File: src/rtl/mips_pkg.sv
// ---------------------------------------------------------------------------
// mips_pkg
//   Shared definitions for the MIPS control path: field widths, opcode and
//   funct constants, the ALU-operation class (aluop_t) and the multicycle
//   controller state encoding (mc_state_t, 4 bits).
//   Optional feature macro: MC_ADDI_EN adds the ADDIEX/ADDIWB states.
// ---------------------------------------------------------------------------
package mips_pkg;

    localparam int OP_W     = 6;
    localparam int FUNCT_W  = 6;
    localparam int ALUCTL_W = 3;

    // Opcodes (instr[31:26])
    localparam logic [5:0] OP_RTYPE = 6'b000000;
    localparam logic [5:0] OP_LW    = 6'b100011;
    localparam logic [5:0] OP_SW    = 6'b101011;
    localparam logic [5:0] OP_BEQ   = 6'b000100;
    localparam logic [5:0] OP_ADDI  = 6'b001000;
    localparam logic [5:0] OP_J     = 6'b000010;

    // R-type funct codes (instr[5:0])
    localparam logic [5:0] FN_ADD = 6'b100000;
    localparam logic [5:0] FN_SUB = 6'b100010;
    localparam logic [5:0] FN_AND = 6'b100100;
    localparam logic [5:0] FN_OR  = 6'b100101;
    localparam logic [5:0] FN_SLT = 6'b101010;

    typedef enum logic [1:0] {
        ALUOP_ADD   = 2'b00,
        ALUOP_SUB   = 2'b01,
        ALUOP_FUNCT = 2'b10
    } aluop_t;

    typedef enum logic [3:0] {
        S_FETCH   = 4'd0,
        S_DECODE  = 4'd1,
        S_MEMADR  = 4'd2,
        S_MEMRD   = 4'd3,
        S_MEMWB   = 4'd4,
        S_MEMWR   = 4'd5,
        S_RTYPEEX = 4'd6,
        S_RTYPEWB = 4'd7,
        S_BEQEX   = 4'd8,
        S_JEX     = 4'd9
`ifdef MC_ADDI_EN
        ,
        S_ADDIEX  = 4'd10,
        S_ADDIWB  = 4'd11
`endif
    } mc_state_t;

endpackage

File: src/rtl/mc_controller_aludec.sv
// ---------------------------------------------------------------------------
// aludec
//   ALU decoder shared with the single-cycle core. Maps the ALU-operation
//   class and the R-type funct field to the 3-bit ALU control code.
//   Ports:
//     funct      in   FUNCT_W   funct field from the instruction
//     aluop      in   aluop_t   ADD / SUB / FUNCT class from the controller
//     alucontrol out  ALUCTL_W  ALU operation (010 add, 110 sub, 000 and,
//                               001 or, 111 slt)
// ---------------------------------------------------------------------------
module aludec
    import mips_pkg::*;
#(
    parameter int FUNCT_W  = mips_pkg::FUNCT_W,
    parameter int ALUCTL_W = mips_pkg::ALUCTL_W
) (
    input  logic [FUNCT_W-1:0]  funct,
    input  aluop_t              aluop,
    output logic [ALUCTL_W-1:0] alucontrol
);

    always_comb begin
        // NOTE: assigning a default before the case keeps every path driven,
        // so no latch is inferred for alucontrol.
        alucontrol = 3'b010;
        case (aluop)
            ALUOP_ADD: alucontrol = 3'b010;
            ALUOP_SUB: alucontrol = 3'b110;
            ALUOP_FUNCT: begin
                case (funct)
                    FN_ADD:  alucontrol = 3'b010;
                    FN_SUB:  alucontrol = 3'b110;
                    FN_AND:  alucontrol = 3'b000;
                    FN_OR:   alucontrol = 3'b001;
                    FN_SLT:  alucontrol = 3'b111;
                    default: alucontrol = 3'b010; // unknown funct falls back to add
                endcase
            end
            default: alucontrol = 3'b010;
        endcase
    end

endmodule

File: src/rtl/mc_controller.sv
// ---------------------------------------------------------------------------
// mc_controller
//   Multicycle MIPS control unit. A Moore FSM walks each instruction through
//   FETCH/DECODE/execute/writeback, one datapath stage per cycle, driving the
//   shared-memory multicycle datapath.
//   Optional feature macro: MC_ADDI_EN enables the addi path
//   (DECODE -> ADDIEX -> ADDIWB -> FETCH); without it addi is treated as an
//   illegal opcode and executes as a NOP.
//   Ports:
//     clk        in   rising-edge clock
//     reset      in   synchronous active-high; returns the FSM to FETCH
//     op         in   opcode from the instruction register
//     funct      in   funct from the instruction register
//     zero       in   ALU zero flag (meaningful in BEQEX)
//     iord       out  memory address select (0 PC, 1 ALUOut)
//     memwrite   out  memory write strobe
//     irwrite    out  instruction register load
//     regdst     out  write register select (0 rt, 1 rd)
//     memtoreg   out  write data select (0 ALUOut, 1 memory data)
//     regwrite   out  register file write
//     alusrca    out  SrcA select (0 PC, 1 A)
//     alusrcb    out  SrcB select (00 B, 01 4, 10 SignImm, 11 SignImm<<2)
//     pcsrc      out  PC' select (00 ALUResult, 01 ALUOut, 10 jump target)
//     pcen       out  PC load enable
//     alucontrol out  ALU operation
// ---------------------------------------------------------------------------
module mc_controller
    import mips_pkg::*;
#(
    parameter int OP_W     = mips_pkg::OP_W,
    parameter int FUNCT_W  = mips_pkg::FUNCT_W,
    parameter int ALUCTL_W = mips_pkg::ALUCTL_W
) (
    input  logic                clk,
    input  logic                reset,
    input  logic [OP_W-1:0]     op,
    input  logic [FUNCT_W-1:0]  funct,
    input  logic                zero,
    output logic                iord,
    output logic                memwrite,
    output logic                irwrite,
    output logic                regdst,
    output logic                memtoreg,
    output logic                regwrite,
    output logic                alusrca,
    output logic [1:0]          alusrcb,
    output logic [1:0]          pcsrc,
    output logic                pcen,
    output logic [ALUCTL_W-1:0] alucontrol
);

    mc_state_t state_q, state_d;
    aluop_t    aluop;
    logic      pcwrite;
    logic      branch;

    // Next-state logic
    always_comb begin
        state_d = S_FETCH;
        case (state_q)
            S_FETCH:  state_d = S_DECODE;
            S_DECODE: begin
                case (op)
                    OP_LW, OP_SW: state_d = S_MEMADR;
                    OP_RTYPE:     state_d = S_RTYPEEX;
                    OP_BEQ:       state_d = S_BEQEX;
                    OP_J:         state_d = S_JEX;
`ifdef MC_ADDI_EN
                    OP_ADDI:      state_d = S_ADDIEX;
`endif
                    default:      state_d = S_FETCH; // illegal op runs as a NOP
                endcase
            end
            S_MEMADR:  state_d = (op == OP_LW) ? S_MEMRD : S_MEMWR;
            S_MEMRD:   state_d = S_MEMWB;
            S_RTYPEEX: state_d = S_RTYPEWB;
`ifdef MC_ADDI_EN
            S_ADDIEX:  state_d = S_ADDIWB;
`endif
            // MEMWB, MEMWR, RTYPEWB, BEQEX, JEX, ADDIWB and any unreachable
            // encoding all return to FETCH.
            default:   state_d = S_FETCH;
        endcase
    end

    // NOTE: the state register uses non-blocking assignment so every flop
    // samples its inputs from the same pre-edge values.
    always_ff @(posedge clk) begin
        if (reset) state_q <= S_FETCH;
        else       state_q <= state_d;
    end

    // Moore output decode: everything depends on the state alone, except
    // pcen (zero) and alucontrol (funct through aludec).
    always_comb begin
        iord     = 1'b0;
        memwrite = 1'b0;
        irwrite  = 1'b0;
        regdst   = 1'b0;
        memtoreg = 1'b0;
        regwrite = 1'b0;
        alusrca  = 1'b0;
        alusrcb  = 2'b00;
        pcsrc    = 2'b00;
        pcwrite  = 1'b0;
        branch   = 1'b0;
        aluop    = ALUOP_ADD;
        case (state_q)
            S_FETCH: begin
                irwrite = 1'b1;
                alusrcb = 2'b01;
                pcwrite = 1'b1;
            end
            S_DECODE:  alusrcb = 2'b11; // precompute branch target
            S_MEMADR: begin
                alusrca = 1'b1;
                alusrcb = 2'b10;
            end
            S_MEMRD:   iord = 1'b1;
            S_MEMWB: begin
                memtoreg = 1'b1;
                regwrite = 1'b1;
            end
            S_MEMWR: begin
                iord     = 1'b1;
                memwrite = 1'b1;
            end
            S_RTYPEEX: begin
                alusrca = 1'b1;
                aluop   = ALUOP_FUNCT;
            end
            S_RTYPEWB: begin
                regdst   = 1'b1;
                regwrite = 1'b1;
            end
            S_BEQEX: begin
                alusrca = 1'b1;
                aluop   = ALUOP_SUB;
                pcsrc   = 2'b01;
                branch  = 1'b1;
            end
            S_JEX: begin
                pcsrc   = 2'b10;
                pcwrite = 1'b1;
            end
`ifdef MC_ADDI_EN
            S_ADDIEX: begin
                alusrca = 1'b1;
                alusrcb = 2'b10;
            end
            S_ADDIWB:  regwrite = 1'b1;
`endif
            default: ;
        endcase
    end

    // Branch resolution is combinational on zero within BEQEX.
    assign pcen = pcwrite | (branch & zero);

    aludec #(
        .FUNCT_W  (FUNCT_W),
        .ALUCTL_W (ALUCTL_W)
    ) u_aludec (
        .funct      (funct),
        .aluop      (aluop),
        .alucontrol (alucontrol)
    );

endmodule

File: config.mk
export PLATFORM = sky130hd
export DESIGN_NAME = mc_controller
export DESIGN_NICKNAME = d
export VERILOG_FILES = /design/src/rtl/mips_pkg.sv /design/src/rtl/mc_controller_aludec.sv /design/src/rtl/mc_controller.sv
export SDC_FILE = /design/constraint.sdc
export NUM_CORES = 1
export LEC_CHECK = 0
export ABC_AREA = 1
export CORE_MARGIN = 5
export CORE_UTILIZATION = 38
export DETAILED_ROUTE_END_ITERATION = 12
export GPL_TIMING_DRIVEN = 0
export PLACE_DENSITY = 0.85
export SLEW_MARGIN = 5
export SYNTH_ARGS = -nofsm -noshare
export SYNTH_HDL_FRONTEND = slang
export SYNTH_SLANG_ARGS = --single-unit
File: constraint.sdc
create_clock -name clk -period 3.72 [get_ports clk]
set_input_delay 0.744 -clock clk [delete_from_list [all_inputs] [get_ports clk]]
set_output_delay 0.744 -clock clk [all_outputs]
set_load 0.05 [all_outputs]
==> flow_summary.json <==
{
  "outcome": "finished clean",
  "grt_max_degree": 7,
  "place_congestion": 0.831,
  "r2r_cells": 8,
  "pwr-share-clk_pct": 34.6,
  "start_util_pct": 38.9,
  "rsz0062_at_grt": "false",
  "gr-total-overflow": 0,
  "reg_top3": "state_q: 4 flops",
  "drc": 0,
  "ant_nets": 0,
  "final-hold-violation-count": 0,
  "numPortBuffers": 29,
  "intPower_uw": 105,
  "seq_power_share_pct": 29.7,
  "detail_route.first_pass.iterations": 4,
  "cts_hold_buffers": 0,
  "cp.depth": 7,
  "clockBufferDepth": 2,
  "worst_hold_path_type": "flop to flop",
  "viasPerCell": 4.71,
  "pwr-share-comb_pct": 35.7,
  "drt_iter0_drc": 25,
  "dieWidth_um": 46.0,
  "synthArstFlopShare_pct": 0,
  "syn_nets": 112,
  "synth_edf_count": 0,
  "period_share_pct": 88.4,
  "largest_reg_flops": 4,
  "seq_area_frac_synth_pct": 16.2,
  "die_y_um": 46.0,
  "grt_usage_pct": 13.7,
  "coreArea_um2": 1270,
  "grt_pass1_wl_mm": 2.17,
  "dieArea_um2": 2120,
  "numCtsBuffers": 3,
  "post_cts_resized": 0,
  "cpLargestDelayFamily": "buffers and inverters",
  "synth_top_cells_by_count": "22 x nand2_1, 22 x nor2_1, 19 x inv_1",
  "yosysTopAreaCell": "nand2_1",
  "yosys_warnings": 0,
  "critical-path-max-stage-delay_ns": 0.84,
  "finalMaxSlewViolations": 0,
  "path_cells": "nor2_1 -> inv_1 -> nor3_2 -> inv_1 -> ha_1 -> a21boi_0 -> clkdlybuf4s50_1",
  "clock-skew-final_ns": 0.00645,
  "htree_levels": 1,
  "grt_pass1_vias": 553,
  "min_period_ns": 3.29,
  "setup_viol": 0,
  "clk_pin_slew_ns": 0.04,
  "synth_seq_cells": 4,
  "yosysTopAreaCellShare_pct": 16.8,
  "diodes": 0,
  "wl_mm": 1.38,
  "synthFlopType": "dfxtp_1",
  "ios": 30,
  "arrival_ns": 2.54,
  "design_area_um2": 830,
  "num_vias": 664,
  "maxCapViolCount": 0,
  "top_register": "state_q",
  "row_count": 13,
  "fmax_ghz": 0.304,
  "dpl.hpwl_mm": 1.18,
  "powerDensity_nw_per_um2": 186,
  "synth.area.top_cells": "nand2_1 17%, nor2_1 17%, dfxtp_1 16%",
  "netlist_area_um2": 493,
  "wl_per_cell_um": 9.77,
  "peakVddDrop_uv": 147,
  "layout-drive-gt1-share_pct": 7.14,
  "post_cts_buffers": 0,
  "crit_top_cell": "inv_1",
  "dpl_cell_area_um2": 807,
  "syn_to_final_growth_pct": 68.3,
  "synth.distinct_cells": 19,
  "cp_data_required_time_ns": 2.98,
  "worst-path-buf-inv": 3,
  "crit_slowest_cell": "clkdlybuf4s50_1",
  "layout.nets": 146,
  "leakage_nw": 0.379,
  "postSynthCellCount": 94,
  "power.switching_fraction_pct": 31.8,
  "clock_latency_ns": 0.23,
  "avgSynthCellArea_um2": 5.24,
  "min_delay_path_depth": 3,
  "crit_fanout": 6,
  "relSlewSlack_pct": 65.5,
  "timing.setup.tns_ns": 0,
  "cts.sinks": 4,
  "critPathLaunchType": "flop",
  "criticalPathCategory": "flop to output port",
  "grt_antenna_before_repair": 0,
  "cts_tree": "built",
  "crit_path_end_kind": "output port",
  "power_switching_uw": 49.0,
  "cts-root-buf": "clkbuf_4",
  "worst_slew_pin_slew_ns": 0.516
}
final cells by class:
cell class	count	area [um^2]
flip-flops and latches	4	80.1
inverters	20	75.1
clock buffers	3	22.5
multi-input cells	70	343
fillers	121	439
repair buffers	29	290
well taps	15	18.8
path summary, 6_finish.rpt:
| check | start | endpoint | slack, ns |
|---|---|---|---|
| hold reg to reg | state_q[3]$_SDFF_PP0_ | state_q[0]$_SDFF_PP0_ | 0.61 |
| setup reg to reg | state_q[1]$_SDFF_PP0_ | state_q[2]$_SDFF_PP0_ | 2.57 |
| hold / removal | state_q[3]$_SDFF_PP0_ | state_q[0]$_SDFF_PP0_ | 0.61 |
| setup / recovery | state_q[1]$_SDFF_PP0_ | alucontrol[2] | 0.43 |
stage by stage:
| stage | worst slack (ns) | util (%) | total power, mW | hold slack [ns] | instances |
|---|---|---|---|---|---|
| detailed placement | 0.470 | 63.6 | 0.101 | 0.607 | 138 |
| floorplan | 0.109 | - | 0.0750 | 0.568 | 94 |
| global route | 0.168 | 65.4 | 0.165 | 0.643 | 141 |
| finish | 0.431 | 65.4 | 0.154 | 0.614 | 141 |
| global placement | 0.501 | 63.6 | 0.101 | 0.598 | 138 |
| CTS | 0.421 | 65.4 | 0.157 | 0.614 | 141 |
kinds of logic (layout without fill, tap and decap cells):
family / count (synthesis) / count (layout) / share of synthesized area (%)
flops: 4 / 4 / 16.2
fa+ha+maj: 3 / 3 / 7.62
buf+inv: 20 / 52 / 15.2
compound gates: 8 / 8 / 9.90
simple gates: 59 / 59 / 51.0
cell usage in the layout (no fill, tap or decap):
cell and n:
clkdlybuf4s50_1 29, nand2_1 22, nor2_1 22, inv_1 19, nand3_1 5, dfxtp_1 4
ha_1 3, clkbuf_4 3, nand2_2 2, nor2_2 2, nand4_1 2, o22ai_1 2
a21oi_1 2, inv_2 1, nor3_2 1, nor3_1 1, a21boi_0 1, o21bai_1 1
a31oi_1 1, or2_0 1, nand3b_1 1, o21ai_0 1
worst register-to-register path: stages (launching register included):
cell,delay [ns]
dfxtp_1,0.41
inv_1,0.09
nor2_1,0.15
nand2_1,0.13
inv_1,0.06
o21ai_0,0.08
nand3_1,0.09
nand2_1,0.05
inv_1,0.04
power groups by stage:
| stage | sequential (mW) | clock (mW) | combinational, mW |
|---|---|---|---|
| after floorplan | 0.0460 | 0 | 0.0290 |
| after global placement | 0.0463 | 0 | 0.0543 |
| after detailed placement | 0.0463 | 0 | 0.0549 |
| after CTS | 0.0457 | 0.0561 | 0.0552 |
| after global routing | 0.0461 | 0.0589 | 0.0596 |
| final | 0.0457 | 0.0533 | 0.0550 |
per-layer routing:
layer | GRT usage [%] | part of all wire, % | vias up
met2 | 23.6 | 48 | 25
met1 | 16.2 | 42 | 286
met5 | 0 | 0 | -
li1 | - | - | 353
met3 | 5.14 | 11 | 0
met4 | 1.70 | 0 | 0
(Power assumes the default switching activity.)
